--- src/rtl/jk_seq_pkg.sv ---
// Shared encodings and defaults for the JK command sequencer.
package jk_seq_pkg;

  localparam int DEF_DEPTH = 4;
  localparam int DEF_LEN_W = 4;

  // Command opcode is the {j,k} pair driven to the flip-flop.
  typedef enum logic [1:0] {
    OP_HOLD   = 2'b00,
    OP_CLEAR  = 2'b01,
    OP_SET    = 2'b10,
    OP_TOGGLE = 2'b11
  } op_t;

  typedef enum logic {
    ST_IDLE = 1'b0,
    ST_RUN  = 1'b1
  } state_t;

endpackage

--- src/rtl/jk_cmd_fifo.sv ---
// Synchronous command FIFO. Pointers carry one extra wrap bit so that
// full and empty are distinguishable with DEPTH entries in use.
// Handshake: a push is taken only when !full, a pop only when !empty;
// flush wins over both and empties the FIFO on the next edge.
module jk_cmd_fifo #(
  parameter int DEPTH = 4,
  parameter int W     = 6
) (
  input  logic                     clk,
  input  logic                     rst_n,
  input  logic                     flush,
  input  logic                     push,
  input  logic                     pop,
  input  logic [W-1:0]             wdata,
  output logic [W-1:0]             rdata,
  output logic                     full,
  output logic                     empty,
  output logic [$clog2(DEPTH):0]   level
);

  localparam int AW = $clog2(DEPTH);

  logic [W-1:0] r_mem [DEPTH];
  logic [AW:0]  r_wptr;
  logic [AW:0]  r_rptr;
  logic         w_push;
  logic         w_pop;

  assign w_push = push && !full && !flush;
  assign w_pop  = pop && !empty && !flush;
  assign full   = (r_wptr[AW] != r_rptr[AW]) && (r_wptr[AW-1:0] == r_rptr[AW-1:0]);
  assign empty  = (r_wptr == r_rptr);
  assign level  = r_wptr - r_rptr;
  assign rdata  = r_mem[r_rptr[AW-1:0]];

  // Storage write; contents are don't-care until a pointer covers them.
  always_ff @(posedge clk) begin
    if (w_push) r_mem[r_wptr[AW-1:0]] <= wdata;
  end

  // Pointer update with flush clearing both pointers.
  always_ff @(posedge clk or negedge rst_n) begin
    if (!rst_n) begin
      r_wptr <= '0;
      r_rptr <= '0;
    end else if (flush) begin
      r_wptr <= '0;
      r_rptr <= '0;
    end else begin
      if (w_push) r_wptr <= r_wptr + 1'b1;
      if (w_pop)  r_rptr <= r_rptr + 1'b1;
    end
  end

endmodule

--- src/rtl/jk_cmd_sequencer.sv ---
// Buffers JK commands and drives the j/k inputs of a master-slave JK
// flip-flop, holding each command for cmd_len+1 cycles.
// Handshake: a command is accepted on a posedge where cmd_valid && cmd_ready
// && !flush; cmd_ready is simply !full (no bypass when a pop coincides).
module jk_cmd_sequencer
  import jk_seq_pkg::*;
#(
  parameter int DEPTH = DEF_DEPTH,
  parameter int LEN_W = DEF_LEN_W
) (
  input  logic                   clk,
  input  logic                   rst_n,
  input  logic                   flush,
  input  logic                   cmd_valid,
  output logic                   cmd_ready,
  input  logic [1:0]             cmd_op,
  input  logic [LEN_W-1:0]       cmd_len,
  output logic                   j,
  output logic                   k,
  output logic                   busy,
  output logic                   last_cycle,
  output logic [$clog2(DEPTH):0] fifo_level,
  output state_t                 o_dbg_state
);

  localparam int CW = LEN_W + 2;

  state_t           r_state;
  logic [LEN_W-1:0] r_remain;
  logic             r_j;
  logic             r_k;

  logic             w_full;
  logic             w_empty;
  logic             w_pop;
  logic [CW-1:0]    w_head;
  logic [1:0]       w_head_op;
  logic [LEN_W-1:0] w_head_len;

  assign w_head_op  = w_head[CW-1:LEN_W];
  assign w_head_len = w_head[LEN_W-1:0];

  // Pop whenever the sequencer is free to take the next command this edge.
  assign w_pop = !flush && !w_empty &&
                 ((r_state == ST_IDLE) || (r_remain == '0));

  jk_cmd_fifo #(
    .DEPTH (DEPTH),
    .W     (CW)
  ) u_fifo (
    .clk   (clk),
    .rst_n (rst_n),
    .flush (flush),
    .push  (cmd_valid),
    .pop   (w_pop),
    .wdata ({cmd_op, cmd_len}),
    .rdata (w_head),
    .full  (w_full),
    .empty (w_empty),
    .level (fifo_level)
  );

  // Sequencer FSM: load from FIFO head, count down, chain or go idle.
  always_ff @(posedge clk or negedge rst_n) begin
    if (!rst_n) begin
      r_state  <= ST_IDLE;
      r_remain <= '0;
      r_j      <= 1'b0;
      r_k      <= 1'b0;
    end else if (flush) begin
      r_state  <= ST_IDLE;
      r_remain <= '0;
      r_j      <= 1'b0;
      r_k      <= 1'b0;
    end else begin
      case (r_state)
        ST_IDLE: begin
          if (!w_empty) begin
            r_state      <= ST_RUN;
            {r_j, r_k}   <= w_head_op;
            r_remain     <= w_head_len;
          end else begin
            r_j <= 1'b0;
            r_k <= 1'b0;
          end
        end
        ST_RUN: begin
          if (r_remain != '0) begin
            r_remain <= r_remain - 1'b1;
          end else if (!w_empty) begin
            {r_j, r_k} <= w_head_op;
            r_remain   <= w_head_len;
          end else begin
            r_state <= ST_IDLE;
            r_j     <= 1'b0;
            r_k     <= 1'b0;
          end
        end
        default: begin
          r_state  <= ST_IDLE;
          r_remain <= '0;
          r_j      <= 1'b0;
          r_k      <= 1'b0;
        end
      endcase
    end
  end

  assign cmd_ready   = !w_full;
  assign j           = r_j;
  assign k           = r_k;
  assign busy        = (r_state == ST_RUN);
  assign last_cycle  = (r_state == ST_RUN) && (r_remain == '0);
  assign o_dbg_state = r_state;

endmodule

--- config.mk ---
export PLATFORM = sky130hd
export DESIGN_NAME = jk_cmd_sequencer
export DESIGN_NICKNAME = d
export VERILOG_FILES = /design/src/rtl/jk_seq_pkg.sv /design/src/rtl/jk_cmd_fifo.sv /design/src/rtl/jk_cmd_sequencer.sv
export SDC_FILE = /design/constraint.sdc
export NUM_CORES = 1
export LEC_CHECK = 0
export CAP_MARGIN = 20
export CELL_PAD_IN_SITES_DETAIL_PLACEMENT = 0
export CELL_PAD_IN_SITES_GLOBAL_PLACEMENT = 1
export CORE_MARGIN = 3
export CORE_UTILIZATION = 30
export CTS_BUF_LIST = sky130_fd_sc_hd__clkbuf_8
export CTS_CLUSTER_DIAMETER = 30
export DETAILED_ROUTE_END_ITERATION = 10
export PLACE_DENSITY_LB_ADDON = 0.1
export SYNTH_ARGS = -nofsm -noshare
export SYNTH_HDL_FRONTEND = slang
export SYNTH_SLANG_ARGS = --single-unit
--- constraint.sdc ---
create_clock -name clk -period 1.77 [get_ports clk]
set_input_delay 0.354 -clock clk [delete_from_list [all_inputs] [get_ports clk]]
set_output_delay 0.354 -clock clk [all_outputs]
set_load 0.005 [all_outputs]
==> Word level (Yosys, flattened, before mapping) <==
Memory sizes are Yosys's and may differ from the RTL's.
Index checks and enable logic that the tools add are counted.
{ "word_totals": {"regBits": 13, "mem_bits_rw": 24, "out_inout_bits": 9, "memories": 1} }
{ "classes": {"n_addsub": 4, "eq_ne": 4, "muxes": 22, "bitwise": 1, "n_reduce_logical": 16} }
{ "mem_list": {"columns": ["name", "depth", "word_bits", "read_ports", "rd_ports_with_merged_regs", "write_ports", "line", "source"], "rows": [
  ["u_fifo.r_mem", 4, 6, 1, 0, 1, "jk_cmd_fifo.sv:23", "logic [W-1:0] r_mem [DEPTH];"]
]} }
{ "ops": {"columns": ["op", "n"], "rows": [
  ["$mux 3", 4],
  ["$mux 4", 3],
  ["$mux 1", 11],
  ["$logic_and 1x1->1", 8],
  ["$pmux 4 s2", 1],
  ["$add 3x1->3 const B", 2],
  ["$pmux 1 s2", 3],
  ["$logic_not 4->1", 1],
  ["$reduce_bool 2->1", 2],
  ["$reduce_bool 4->1", 1],
  ["$sub 4x1->4 const B", 1],
  ["$eq 3x3->1", 1],
  ["$logic_not 1->1", 3],
  ["$ne 3x3->1 const B", 1],
  ["$sub 3x3->3", 1],
  ["$eq 2x2->1", 1],
  ["$logic_or 1x1->1", 1],
  ["$ne 1x1->1", 1],
  ["$not 1->1", 1]
]} }

==> Logic depth before layout (Yosys ltp) <==
Gate-level depths: netlist (run 1).
{ "depth": {"ltp_word": 8, "depth_mapped": 8} }

==> By module <==
From an unflattened synthesis (run 1), not the netlist that was laid out.
{ "unflattened": {"hier_cells": 140, "area_unflattened_um2": 1863.0} }
{ "modules_own_cells": {"columns": ["mod", "n_inst", "cells_each", "area_per_inst_um2", "seq_area_each_um2"], "rows": [
  ["jk_cmd_fifo", 1, 95, 1428.9, 870.8],
  ["jk_cmd_sequencer", 1, 45, 434.2, 175.2]
]} }

==> Worst setup path after synthesis (run 1) <==
OpenSTA, ideal clock, no wires.
{ "synth_path": {"path_kind": "reg2reg", "startpoint": "register u_fifo.r_rptr[1]", "endpoint": "memory u_fifo.r_mem[3][0], enable pin", "setup_time_ns": 0.320, "arrival_ns": 1.640, "path_slack_ns": -0.190, "stages_incl_launch_ff": 8, "period_less_slack_ns": 1.960, "path_cell_list": "dfrtp_1 > buf_2 > inv_1 > ha_1 > nand2_1 > o21ai_0 > nor2_1 > and2_1"} }
{ "synth_between": {"elab_chain_len": 7} }
{ "synth_lines": {"columns": ["item", "line", "source"], "rows": [
  ["from (decl)", "jk_cmd_fifo.sv:25", "logic [AW:0] r_rptr;"],
  ["from (signal assigned)", "jk_cmd_fifo.sv:51", "if (w_pop) r_rptr <= r_rptr + 1'b1;"],
  ["$eq 2x2->1", "jk_cmd_fifo.sv:31", "assign full = (r_wptr[AW] != r_rptr[AW]) && (r_wptr[AW-1:0] == r_rptr[AW-1:0]);"],
  ["$logic_and 1x1->1", "jk_cmd_fifo.sv:31", null],
  ["$logic_not 1->1", "jk_cmd_fifo.sv:29", "assign w_push = push && !full && !flush;"],
  ["$logic_and 1x1->1 (2 in series)", "jk_cmd_fifo.sv:29", null],
  ["$mux 1", "jk_cmd_fifo.sv:38", "if (w_push) r_mem[r_wptr[AW-1:0]] <= wdata;"],
  ["$mux 1 (not written as such)", "jk_cmd_fifo.sv:38", null],
  ["to (decl)", "jk_cmd_fifo.sv:23", null]
]} }
Every way passes these cells.

==> Worst setup path in the final report (run 1) <==
{ "layout_path": {"startpoint": "register u_fifo.r_rptr[0]", "endpoint": "output fifo_level[1]"} }
{ "layout_between": {"elab_chain_len": 1} }
{ "layout_lines": {"columns": ["item", "line", "source"], "rows": [
  ["$sub 3x3->3", "jk_cmd_fifo.sv:33", "assign level = r_wptr - r_rptr;"],
  ["to (decl)", "jk_cmd_sequencer.sv:22", "output logic [$clog2(DEPTH):0] fifo_level,"]
]} }
Every way passes these cells.

==> metrics.cfg, run 1 <==
[status]
run_status = finished with violations
violations_in_the_final_reports = negative setup slack

[synthesis]
post-synth-top-area-fraction_pct = 41.7
synth-seq-area-share_pct = 60.6
synth_nets = 138
syn_area_per_cell_um2 = 14.5
synth_top_area_cell = sky130_fd_sc_hd__edfxtp_1
number_of_distinct_standard_cells_referenced_by_the_synthesized_netlist = 31
synth.yosys.warnings = 0
synthTopCellsByArea = sky130_fd_sc_hd__edfxtp_1 (42%), sky130_fd_sc_hd__dfrtp_1 (19%), sky130_fd_sc_hd__mux4_2 (7.8%)
synth_cell_area_um2 = 1730
ys_seq_elements = 37
syn_inst = 119

[worst_setup_path]
crit_path_start_kind = flop
worstSetupStartpoint = u_fifo.r_rptr[0]$_DFFE_PN0P_
critical_path.reg2reg.endpoint = u_fifo.r_rptr[1]$_DFFE_PN0P_
critical_path.reg2reg.startpoint = r_remain[0]$_DFF_PN0_
worstSetupEndpoint = fifo_level[1]
timing.critical_path.to_type = primary output
worst-endpoint-arrival_ps = 1510
setup.reg_to_reg.worst_slack_ps = -60
crit_type = reg -> out
cp_max_fo = 2
critical_path_required_time_ps = 1420
worst-r2r-cell-count = 7

[routing]
met3WireLength_um = 144
ant_nets = 0
dr_total_vias = 1101
remaining_drc_errors = 0
detailedRoute.firstPassIterationCount = 4
routedWlPerCell_um = 14.3
routed_wl_um = 3410
met1_length_um = 1470
met2RoutedLength_um = 1770
detail_route.vias_per_cell = 4.61
drtIter0Drc = 37
topRoutingLayerUsed = met4

[die]
coreArea_um2 = 5340
dieArea_um2 = 6700
chipHeight_um = 81.9
chipWidth_um = 81.9
start_util_pct = 32.4
std_cell_rows = 26
top_level_i_o_count = 19

[sta]
finalHoldWorstSlack_ps = 383
shortest_period_the_worst_path_allows_ps = 1860
worst_slew_margin_rel_pct = 78.6
timing_max_transition_violations_final = 0
worst_clock_skew_ps = 7.06
report.final.setup_viol = 8
min_period_over_period_pct = 105
grt_setup_unrepaired = true
setup_ws_ps = -92.4
hold_violations = 0
worstMarginPinSlew_ps = 321
fmax_ghz = 0.537

[pwr]
worst_ir_drop_vdd_v = 0.000595
power.sequential.fraction_pct = 33.8
internal_power_mw = 2.17
clock_power_share_pct = 16.7
net-switching-power_mw = 1.07
total_power_mw = 3.24
leakagePower_nw = 0.931
combinationalPowerShare_pct = 49.5
power.share.switching_pct = 32.9
power_density_nw_per_um2 = 1380

[final_layout]
finish.utilization_pct = 44.1
final_nets = 187
drive_above_1_share_pct = 43.8
commonest_non_fill_non_tap_cells_in_the_layout = sky130_fd_sc_hd__buf_4 (24), sky130_fd_sc_hd__edfxtp_1 (24), sky130_fd_sc_hd__dfrtp_1 (13), sky130_fd_sc_hd__clkdlybuf4s50_1 (13), sky130_fd_sc_hd__nor2_1 (9)
synthToLayoutAreaGrowth_pct = 36.3
antenna_cells_inserted = 0
final_cell_count_without_fillers = 239

[worst_hold_path]
hp-class = in -> async

[clock_tree]
tritoncts = built
cts_buf_count = 5
clk_pin_slew_worst_paths_ps = 70
htreeDepth = 2
clk_latency_ps = 280
cts.path.max_buffers = 2
clock_tree.root_cell = sky130_fd_sc_hd__clkbuf_8
cts.sinks = 37

[grt]
grt_antenna_before_repair = 0
global_route.usage.total_pct = 11.6
first_global_vias = 1167
grt_pass1_wl_um = 5630
overflow = 0
grt_start_max_net_pins = 15

[placement]
detailedPlacementHpwl_um = 2490
io_buffer_count = 18
dp_slack_ps = -201
placed_cells = 225
place.gp.congestion = 0.776

[job]
cap_violations = 0

-- how the worst min path moves through the flow --
stage	startpoint	end	slack (ps)	depth (start not counted)
global placement	j$_DFFE_PN0P_	j$_DFFE_PN0P_	520	2
global route	rst_n	r_remain[1]$_DFF_PN0_	390	2
floorplan	rst_n	busy$_DFF_PN0_	60	0
CTS	rst_n	r_remain[1]$_DFF_PN0_	380	2
finish	rst_n	r_remain[1]$_DFF_PN0_	380	2
detailed placement	k$_DFFE_PN0P_	k$_DFFE_PN0P_	540	2
-- sequential cells by signal, indices dropped and copies added (netlist names) --
signal and flops:
u_fifo.r_mem 24, u_fifo.r_rptr 3, u_fifo.r_wptr 3, k 1, r_remain 4, busy 1, j 1
-- power groups by stage --
stage | sequential [mW] | clock (mW) | combinational (mW)
floorplan | 1.13 | 0 | 0.825
global placement | 1.11 | 0 | 1.41
detailed placement | 1.11 | 0 | 1.42
CTS | 1.09 | 0.573 | 1.58
global route | 1.11 | 0.617 | 1.74
finish | 1.09 | 0.540 | 1.60
-- cells by family (layout without fill, tap and decap cells) --
family          count (synthesis)  after routing  synth area share [%]
buf+inv                        14             64                  3.91
mux                             9              9                  9.57
flops                          37             37                  60.6
compound gates                 19             19                  8.77
fa+ha+maj                       9              9                  6.96
xor+xnor                        7              7                  3.55
simple gates                   24             24                  6.67
-- repair_timing --
item	4_1_cts	5_1_grt
hold buffers	0	0
setup endpoints to repair	38	38
resized for setup	38	8
buffers inserted	5	1
pin swaps	11	6
-- per-stage QoR --
stage          setup TNS (ps)  area [um2]
4_1_cts                  -501        2320
2_1_floorplan               0        1750
3_5_place_dp            -2130        2150
6_report                 -370        2350
5_1_grt                 -2070        2350
3_3_place_gp            -1130        2150
-- final cells by class --
class	instances	area (um2)
repair buffers	48	407
inverters	8	35.0
flip-flops and latches	37	1050
multi-input cells	68	697
clock inverters	3	12.5
well taps	70	87.6
fillers	525	2980
clock buffers	5	68.8
-- cells in the mapped netlist --
| cell | n |
|---|---|
| sky130_fd_sc_hd__a211oi_2 | 1 |
| sky130_fd_sc_hd__a21oi_1 | 5 |
| sky130_fd_sc_hd__a221oi_1 | 1 |
| sky130_fd_sc_hd__a221oi_2 | 1 |
| sky130_fd_sc_hd__a22oi_1 | 3 |
| sky130_fd_sc_hd__a22oi_4 | 1 |
| sky130_fd_sc_hd__a31o_1 | 1 |
| sky130_fd_sc_hd__and2_0 | 1 |
| sky130_fd_sc_hd__and2_1 | 5 |
| sky130_fd_sc_hd__buf_2 | 2 |
| sky130_fd_sc_hd__buf_4 | 1 |
| sky130_fd_sc_hd__buf_6 | 1 |
| sky130_fd_sc_hd__clkbuf_1 | 1 |
| sky130_fd_sc_hd__clkbuf_2 | 1 |
| sky130_fd_sc_hd__dfrtp_1 | 13 |
| sky130_fd_sc_hd__edfxtp_1 | 24 |
| sky130_fd_sc_hd__fa_1 | 1 |
| sky130_fd_sc_hd__ha_1 | 8 |
| sky130_fd_sc_hd__inv_1 | 8 |
| sky130_fd_sc_hd__mux2i_1 | 3 |
| sky130_fd_sc_hd__mux4_2 | 6 |
| sky130_fd_sc_hd__nand2_1 | 3 |
| sky130_fd_sc_hd__nand2b_1 | 1 |
| sky130_fd_sc_hd__nor2_1 | 12 |
| sky130_fd_sc_hd__nor4_1 | 1 |
| sky130_fd_sc_hd__o211ai_1 | 1 |
| sky130_fd_sc_hd__o21ai_0 | 4 |
| sky130_fd_sc_hd__o311a_1 | 1 |
| sky130_fd_sc_hd__or3b_1 | 1 |
| sky130_fd_sc_hd__xnor2_1 | 5 |
| sky130_fd_sc_hd__xor2_1 | 2 |
-- worst max-delay path: stages, from the launching register on --
cell and delay, ps:
sky130_fd_sc_hd__dfrtp_1 410, sky130_fd_sc_hd__ha_4 170, sky130_fd_sc_hd__fa_2 500, sky130_fd_sc_hd__inv_1 30
sky130_fd_sc_hd__buf_2 110
-- metal layers --
metal,GRT usage [%],up-vias
met1,13.8,547
met2,20.4,21
met3,3.40,2
met5,0,-
met4,2.99,0
li1,-,531
No activity file was read; power rests on OpenSTA's default activity.
==> inputs of run 2 (changes only) <==
--- a/config.mk
+++ b/config.mk
@@ -8,8 +8,9 @@
 export CAP_MARGIN = 20
 export CELL_PAD_IN_SITES_DETAIL_PLACEMENT = 0
 export CELL_PAD_IN_SITES_GLOBAL_PLACEMENT = 1
+export CORE_ASPECT_RATIO = 0.6
 export CORE_MARGIN = 3
-export CORE_UTILIZATION = 30
+export CORE_UTILIZATION = 43
 export CTS_BUF_LIST = sky130_fd_sc_hd__clkbuf_8
 export CTS_CLUSTER_DIAMETER = 30
 export DETAILED_ROUTE_END_ITERATION = 10
==> run 2 against run 1 <==
  * The flow still finishes with violations (negative setup slack)
  * Flip-flop and latch count unchanged
  * Routed wire length grew 1.6%
  * Count of clock-buffer cells in the layout unchanged
  * Sequential power hardly changed
  * Combinational power is 12% higher
  * Register-to-register slack lost 40 ps
  * Sequential share of layout area decreased by 1.3 points
  * Die area down 28%
  * Clock skew increased by 2.6 ps
  * Largest cell class unchanged
==> metrics.cfg, run 2 (same netlist as run 1, synthesis figures left out) <==
[clock_tree]
clock_tree.root_cell = sky130_fd_sc_hd__clkbuf_8
tritoncts = built
cts.path.max_buffers = 2
clk_latency_ps = 290
cts.sinks = 37
cts_buf_count = 5
clk_pin_slew_worst_paths_ps = 80
htreeDepth = 2
cts-hold-fix-buffers = 0

[routing]
detail_route.vias_per_cell = 5.16
routed_wl_um = 3460
routedWlPerCell_um = 16.0
drtIter0Drc = 30
ant_nets = 0
detailedRoute.firstPassIterationCount = 4
dr_total_vias = 1114
remaining_drc_errors = 0

[die]
chipWidth_um = 87.8
coreArea_um2 = 3760
top_level_i_o_count = 19
dieArea_um2 = 4840
start_util_pct = 45.9
std_cell_rows = 17
chipHeight_um = 55.1

[worst_setup_path]
worst-endpoint-arrival_ps = 1530
path_cells = buf_6, fa_2, inv_2, buf_6
cp_max_fo = 2
critical_path_required_time_ps = 1420
critical_path.reg2reg.startpoint = r_remain[1]$_DFF_PN0_
slowest_delay_ps = 570
setup.reg_to_reg.worst_slack_ps = -100
worstSetupStartpoint = u_fifo.r_rptr[1]$_DFFE_PN0P_
cpLargestDelayFamily = adder cells
critical_path.reg2reg.endpoint = u_fifo.r_rptr[1]$_DFFE_PN0P_
crit_path_start_kind = flop
worst-r2r-cell-count = 7
critical-path-slowest-cell = sky130_fd_sc_hd__fa_2
critical_path.most_common_cell = sky130_fd_sc_hd__buf_6
crit_type = reg -> out
cp_num_buf_inv = 3
timing.critical_path.to_type = primary output

[final_layout]
fillers = 278
layout.cells.most_common = sky130_fd_sc_hd__buf_4
drive_above_1_share_pct = 47.3
final_nets = 187
antenna_cells_inserted = 0
synthToLayoutAreaGrowth_pct = 40.3
largest_register_ffs = 24
final_cell_count_without_fillers = 216
commonest_non_fill_non_tap_cells_in_the_layout = sky130_fd_sc_hd__buf_4 (25), sky130_fd_sc_hd__edfxtp_1 (24), sky130_fd_sc_hd__dfrtp_1 (13), sky130_fd_sc_hd__clkdlybuf4s50_1 (13), sky130_fd_sc_hd__nor2_1 (9)

[status]
violations_in_the_final_reports = negative setup slack
run_status = finished with violations

[grt]
first_global_vias = 1135
overflow = 0
grt_antenna_before_repair = 0
grt_pass1_wl_um = 5580
global_route.usage.total_pct = 16.5
grt_start_max_net_pins = 15

[sta]
report.final.setup_viol = 9
worstMarginPinSlew_ps = 330
shortest_period_the_worst_path_allows_ps = 1890
hold_violations = 0
setup-tns-final_ps = -739
fmax_ghz = 0.529
min_period_over_period_pct = 107
setup_ws_ps = -119
timing_max_transition_violations_final = 0
grt_setup_unrepaired = true
worst_clock_skew_ps = 9.63
worst_slew_margin_rel_pct = 78.0

[placement]
detailedPlacementHpwl_um = 2500
place.gp.congestion = 0.797
placed_cells = 201
io_buffer_count = 18
dp_slack_ps = -291

[job]
cap_violations = 0

[pwr]
power_density_nw_per_um2 = 1560
leakagePower_nw = 0.972
total_power_mw = 3.77
worst_ir_drop_vdd_v = 0.000786

[worst_hold_path]
hp-class = in -> async

## run 2: changes by cell type in the layout (fill, tap and decap cells not counted), moves of 2 or more
cell / previous run / this run
sky130_fd_sc_hd__clkinv_1: 2 / 0
sky130_fd_sc_hd__inv_2: 1 / 3
sky130_fd_sc_hd__buf_2: 4 / 2
sky130_fd_sc_hd__bufinv_16: 0 / 2
## run 2: layout make-up
cell class | instances | area [um2] | share of cell area [%]
flip-flops and latches | 37 | 1050 | 43.2
multi-input cells | 68 | 736 | 30.4
repair buffers | 48 | 412 | 17.0
clock buffers | 5 | 68.8 | 2.84
clock inverters | 3 | 68.8 | 2.84
well taps | 47 | 58.8 | 2.43
inverters | 8 | 32.5 | 1.34
## run 2: worst max-delay path by stage
stage,depth (start not counted),slack [ps],to
finish,4,-120,fifo_level[1]
global route,7,-170,u_fifo.r_rptr[1]$_DFFE_PN0P_
CTS,5,-180,last_cycle
detailed placement,5,-290,last_cycle
global placement,5,-270,last_cycle
floorplan,7,2,u_fifo.r_mem[0][0]$_DFFE_PP_
## run 2: repair_timing
| action | in CTS | in global routing |
|---|---|---|
| hold endpoints to repair | 0 | 0 |
| setup buffers | 7 | 2 |
| pin swaps | 15 | 7 |
| setup endpoints to repair | 38 | 39 |
| gates resized for setup | 40 | 18 |
## run 2: layer usage
layer / vias to the layer above / track usage [%] / share of wire (%)
met4: 0 / 6.63 / 0.78
met1: 561 / 21.6 / 48
li1: 531 / - / -
met5: - / 0 / 0
met3: 2 / 4.44 / 3.2
met2: 20 / 26.8 / 48
## run 2: stage by stage
stage	util, %	area [um2]	hold slack [ps]
after global placement	56.2	2120	519
after floorplan	-	1750	58.4
after CTS	63.1	2380	368
final	64.3	2420	366
after detailed placement	56.2	2120	525
after global routing	64.3	2420	382
## run 2: worst register-to-register path, cell delays in order, from the launching register on
cell,delay [ps]
sky130_fd_sc_hd__dfrtp_1,380
sky130_fd_sc_hd__inv_1,100
sky130_fd_sc_hd__ha_4,130
sky130_fd_sc_hd__or3b_4,390
sky130_fd_sc_hd__buf_6,150
sky130_fd_sc_hd__a22oi_4,330
sky130_fd_sc_hd__mux2i_1,220
sky130_fd_sc_hd__nor2_1,60
## run 2: report_power, final
group	switching [mW]	leakage (nW)	internal, mW	total (mW)
registers	0.0672	0.392	1.03	1.10
logic	0.813	0.511	0.983	1.80
clock network	0.315	0.0687	0.567	0.882
==> inputs of run 3 (changes only) <==
--- a/config.mk
+++ b/config.mk
@@ -5,16 +5,14 @@
 export SDC_FILE = /design/constraint.sdc
 export NUM_CORES = 1
 export LEC_CHECK = 0
-export CAP_MARGIN = 20
 export CELL_PAD_IN_SITES_DETAIL_PLACEMENT = 0
 export CELL_PAD_IN_SITES_GLOBAL_PLACEMENT = 1
 export CORE_ASPECT_RATIO = 0.6
 export CORE_MARGIN = 3
 export CORE_UTILIZATION = 43
 export CTS_BUF_LIST = sky130_fd_sc_hd__clkbuf_8
-export CTS_CLUSTER_DIAMETER = 30
 export DETAILED_ROUTE_END_ITERATION = 10
-export PLACE_DENSITY_LB_ADDON = 0.1
+export PLACE_DENSITY = 0.86
 export SYNTH_ARGS = -nofsm -noshare
 export SYNTH_HDL_FRONTEND = slang
 export SYNTH_SLANG_ARGS = --single-unit
==> run 3 against run 2 <==
  * The run still ends with negative setup slack left
  * Critical path type unchanged
  * Non-clock buffer count rose by 2
  * Power shrank 11%
  * Sequential power barely moved
  * Utilization down 2.2 points
  * Flip-flop and latch count is the same
  * Via count is 0.99% lower
  * Design area shrank 3.4%
  * Cell count is 0.93% higher
  * Setup slack got worse by 1.6 ps
  * Largest cell class unchanged
  * Register-to-register slack barely moved
  * Critical path depth is 1 higher
  * First-iteration DRC count increased by 43%
==> metrics.cfg, run 3 (same netlist as run 1, synthesis figures left out) <==
[sta]
fmax_ghz = 0.529
hold_violations = 0
grt_setup_unrepaired = true
worst_clock_skew_ps = 5.40
timing_max_transition_violations_final = 0
min_period_over_period_pct = 107
worst_slew_margin_rel_pct = 79.2
shortest_period_the_worst_path_allows_ps = 1890
worstMarginPinSlew_ps = 310
setup_ws_ps = -121
report.final.setup_viol = 10

[pwr]
leakagePower_nw = 0.943
power.share.switching_pct = 33.0
power_density_nw_per_um2 = 1430
worst_ir_drop_vdd_v = 0.000744
power.sequential.fraction_pct = 32.7
net-switching-power_mw = 1.10
total_power_mw = 3.34
combinationalPowerShare_pct = 49.5
internal_power_mw = 2.24
clock_power_share_pct = 17.8

[die]
start_util_pct = 45.9
chipHeight_um = 55.1
std_cell_rows = 17
dieArea_um2 = 4840
top_level_i_o_count = 19
coreArea_um2 = 3760
chipWidth_um = 87.8

[routing]
routed_wl_um = 3600
detail_route.vias_per_cell = 5.06
remaining_drc_errors = 0
drtIter0Drc = 43
routedWlPerCell_um = 16.5
ant_nets = 0
dr_total_vias = 1103
detailedRoute.firstPassIterationCount = 4

[worst_setup_path]
critical_path.reg2reg.startpoint = r_remain[1]$_DFF_PN0_
crit_path_start_kind = flop
crit_type = reg -> out
critical_path_required_time_ps = 1420
cpLargestDelayFamily = adder cells
path_cells = inv_2, ha_4, fa_1, inv_1, buf_2
cp_num_buf_inv = 3
critical_path.reg2reg.endpoint = u_fifo.r_rptr[1]$_DFFE_PN0P_
timing.critical_path.to_type = primary output
worst-endpoint-arrival_ps = 1540
slowest_delay_ps = 510
cp_max_fo = 2
worst-r2r-cell-count = 7
critical-path-slowest-cell = sky130_fd_sc_hd__fa_1
setup.reg_to_reg.worst_slack_ps = -90

[final_layout]
commonest_non_fill_non_tap_cells_in_the_layout = sky130_fd_sc_hd__buf_4 (27), sky130_fd_sc_hd__edfxtp_1 (24), sky130_fd_sc_hd__dfrtp_1 (13), sky130_fd_sc_hd__clkdlybuf4s50_1 (13), sky130_fd_sc_hd__nor2_1 (9)
antenna_cells_inserted = 0
synthToLayoutAreaGrowth_pct = 35.5
layout.cells.most_common = sky130_fd_sc_hd__buf_4
final_nets = 189
fillers = 294
design_area_um2 = 2340
largest_register_ffs = 24
drive_above_1_share_pct = 43.3

[clock_tree]
cts.path.max_buffers = 2
cts_buf_count = 5
clk_latency_ps = 280
tritoncts = built
clk_pin_slew_worst_paths_ps = 70
cts.sinks = 37
clock_tree.root_cell = sky130_fd_sc_hd__clkbuf_8
htreeDepth = 2

[grt]
grt_pass1_wl_um = 5750
groute.layer.met1.usage_pct = 21.9
grt.busiest_layer = met2
grt_antenna_before_repair = 0
groute.layer.met2.usage_pct = 29.4
global_route.usage.total_pct = 16.9
grt_start_max_net_pins = 15
overflow = 0
first_global_vias = 1158
grtUsageMet3_pct = 3.99

[status]
violations_in_the_final_reports = negative setup slack
run_status = finished with violations

[worst_hold_path]
hp-class = in -> async

[placement]
place.gp.congestion = 0.867
post_placement_cell_area_um2 = 2120
detailedPlacementHpwl_um = 2610
io_buffer_count = 18

[job]
cap_violations = 0

run 3: cell count changes in the layout (fill, tap and decap cells not counted), sizes merged:
cell	delta
buf	+2
clkinv	+2
inv	-1
clkdlybuf4s15	+1
bufinv	-2
run 3: power groups by stage:
stage	Combinational [mW]	Sequential (mW)	Clock, mW
final	1.65	1.09	0.595
after floorplan	0.825	1.13	0
after detailed placement	1.43	1.11	0
after CTS	1.62	1.09	0.604
after global placement	1.40	1.10	0
after global routing	1.80	1.11	0.652
run 3: timing repair:
action | in CTS | in global routing
hold buffers | 0 | 0
resized for setup | 37 | 5
cloned | 0 | 0
setup endpoints to repair | 38 | 38
pin swaps | 11 | 4
buffers inserted | 7 | 1
run 3: metal layers:
metal	share of wire (%)	routed length, um	up-vias
met3	3.0	109	2
met2	49	1780	14
met1	47	1710	553
li1	-	-	534
met5	0	0	-
met4	0.22	8	0
run 3: how the worst max path moves through the flow:
stage                            startpoint                      endpoint  slack, ps  cells past startpoint
2_1_floorplan  u_fifo.r_rptr[1]$_DFFE_PN0P_  u_fifo.r_mem[0][0]$_DFFE_PP_          2                      7
3_3_place_gp   u_fifo.r_rptr[0]$_DFFE_PN0P_                 fifo_level[2]       -200                      4
3_5_place_dp   u_fifo.r_rptr[0]$_DFFE_PN0P_                 fifo_level[2]       -200                      4
4_1_cts        u_fifo.r_wptr[0]$_DFFE_PN0P_                 fifo_level[1]       -130                      5
5_1_grt               r_remain[1]$_DFF_PN0_  u_fifo.r_rptr[1]$_DFFE_PN0P_       -190                      7
6_report       u_fifo.r_wptr[0]$_DFFE_PN0P_                 fifo_level[1]       -120                      5
run 3: per-stage QoR:
stage / TNS [ps] / std cells / worst slack [ps] / util (%) / hold slack, ps
after floorplan: 0 / 119 / 1.58 / - / 58.4
after global placement: -702 / 202 / -196 / 56.4 / 519
after detailed placement: -2380 / 202 / -205 / 56.4 / 535
after CTS: -661 / 217 / -133 / 61.6 / 380
after global routing: -2630 / 218 / -188 / 62.1 / 409
final: -754 / 218 / -121 / 62.1 / 378
run 3: area by class of cell:
class | count | area, um2 | area share [%]
timing repair buffer | 50 | 419 | 17.9
clock buffer | 6 | 82.6 | 3.53
tap | 47 | 58.8 | 2.51
multi-input combinational | 68 | 692 | 29.6
clock inverter | 2 | 8.76 | 0.374
inverter | 8 | 32.5 | 1.39
sequential | 37 | 1050 | 44.7
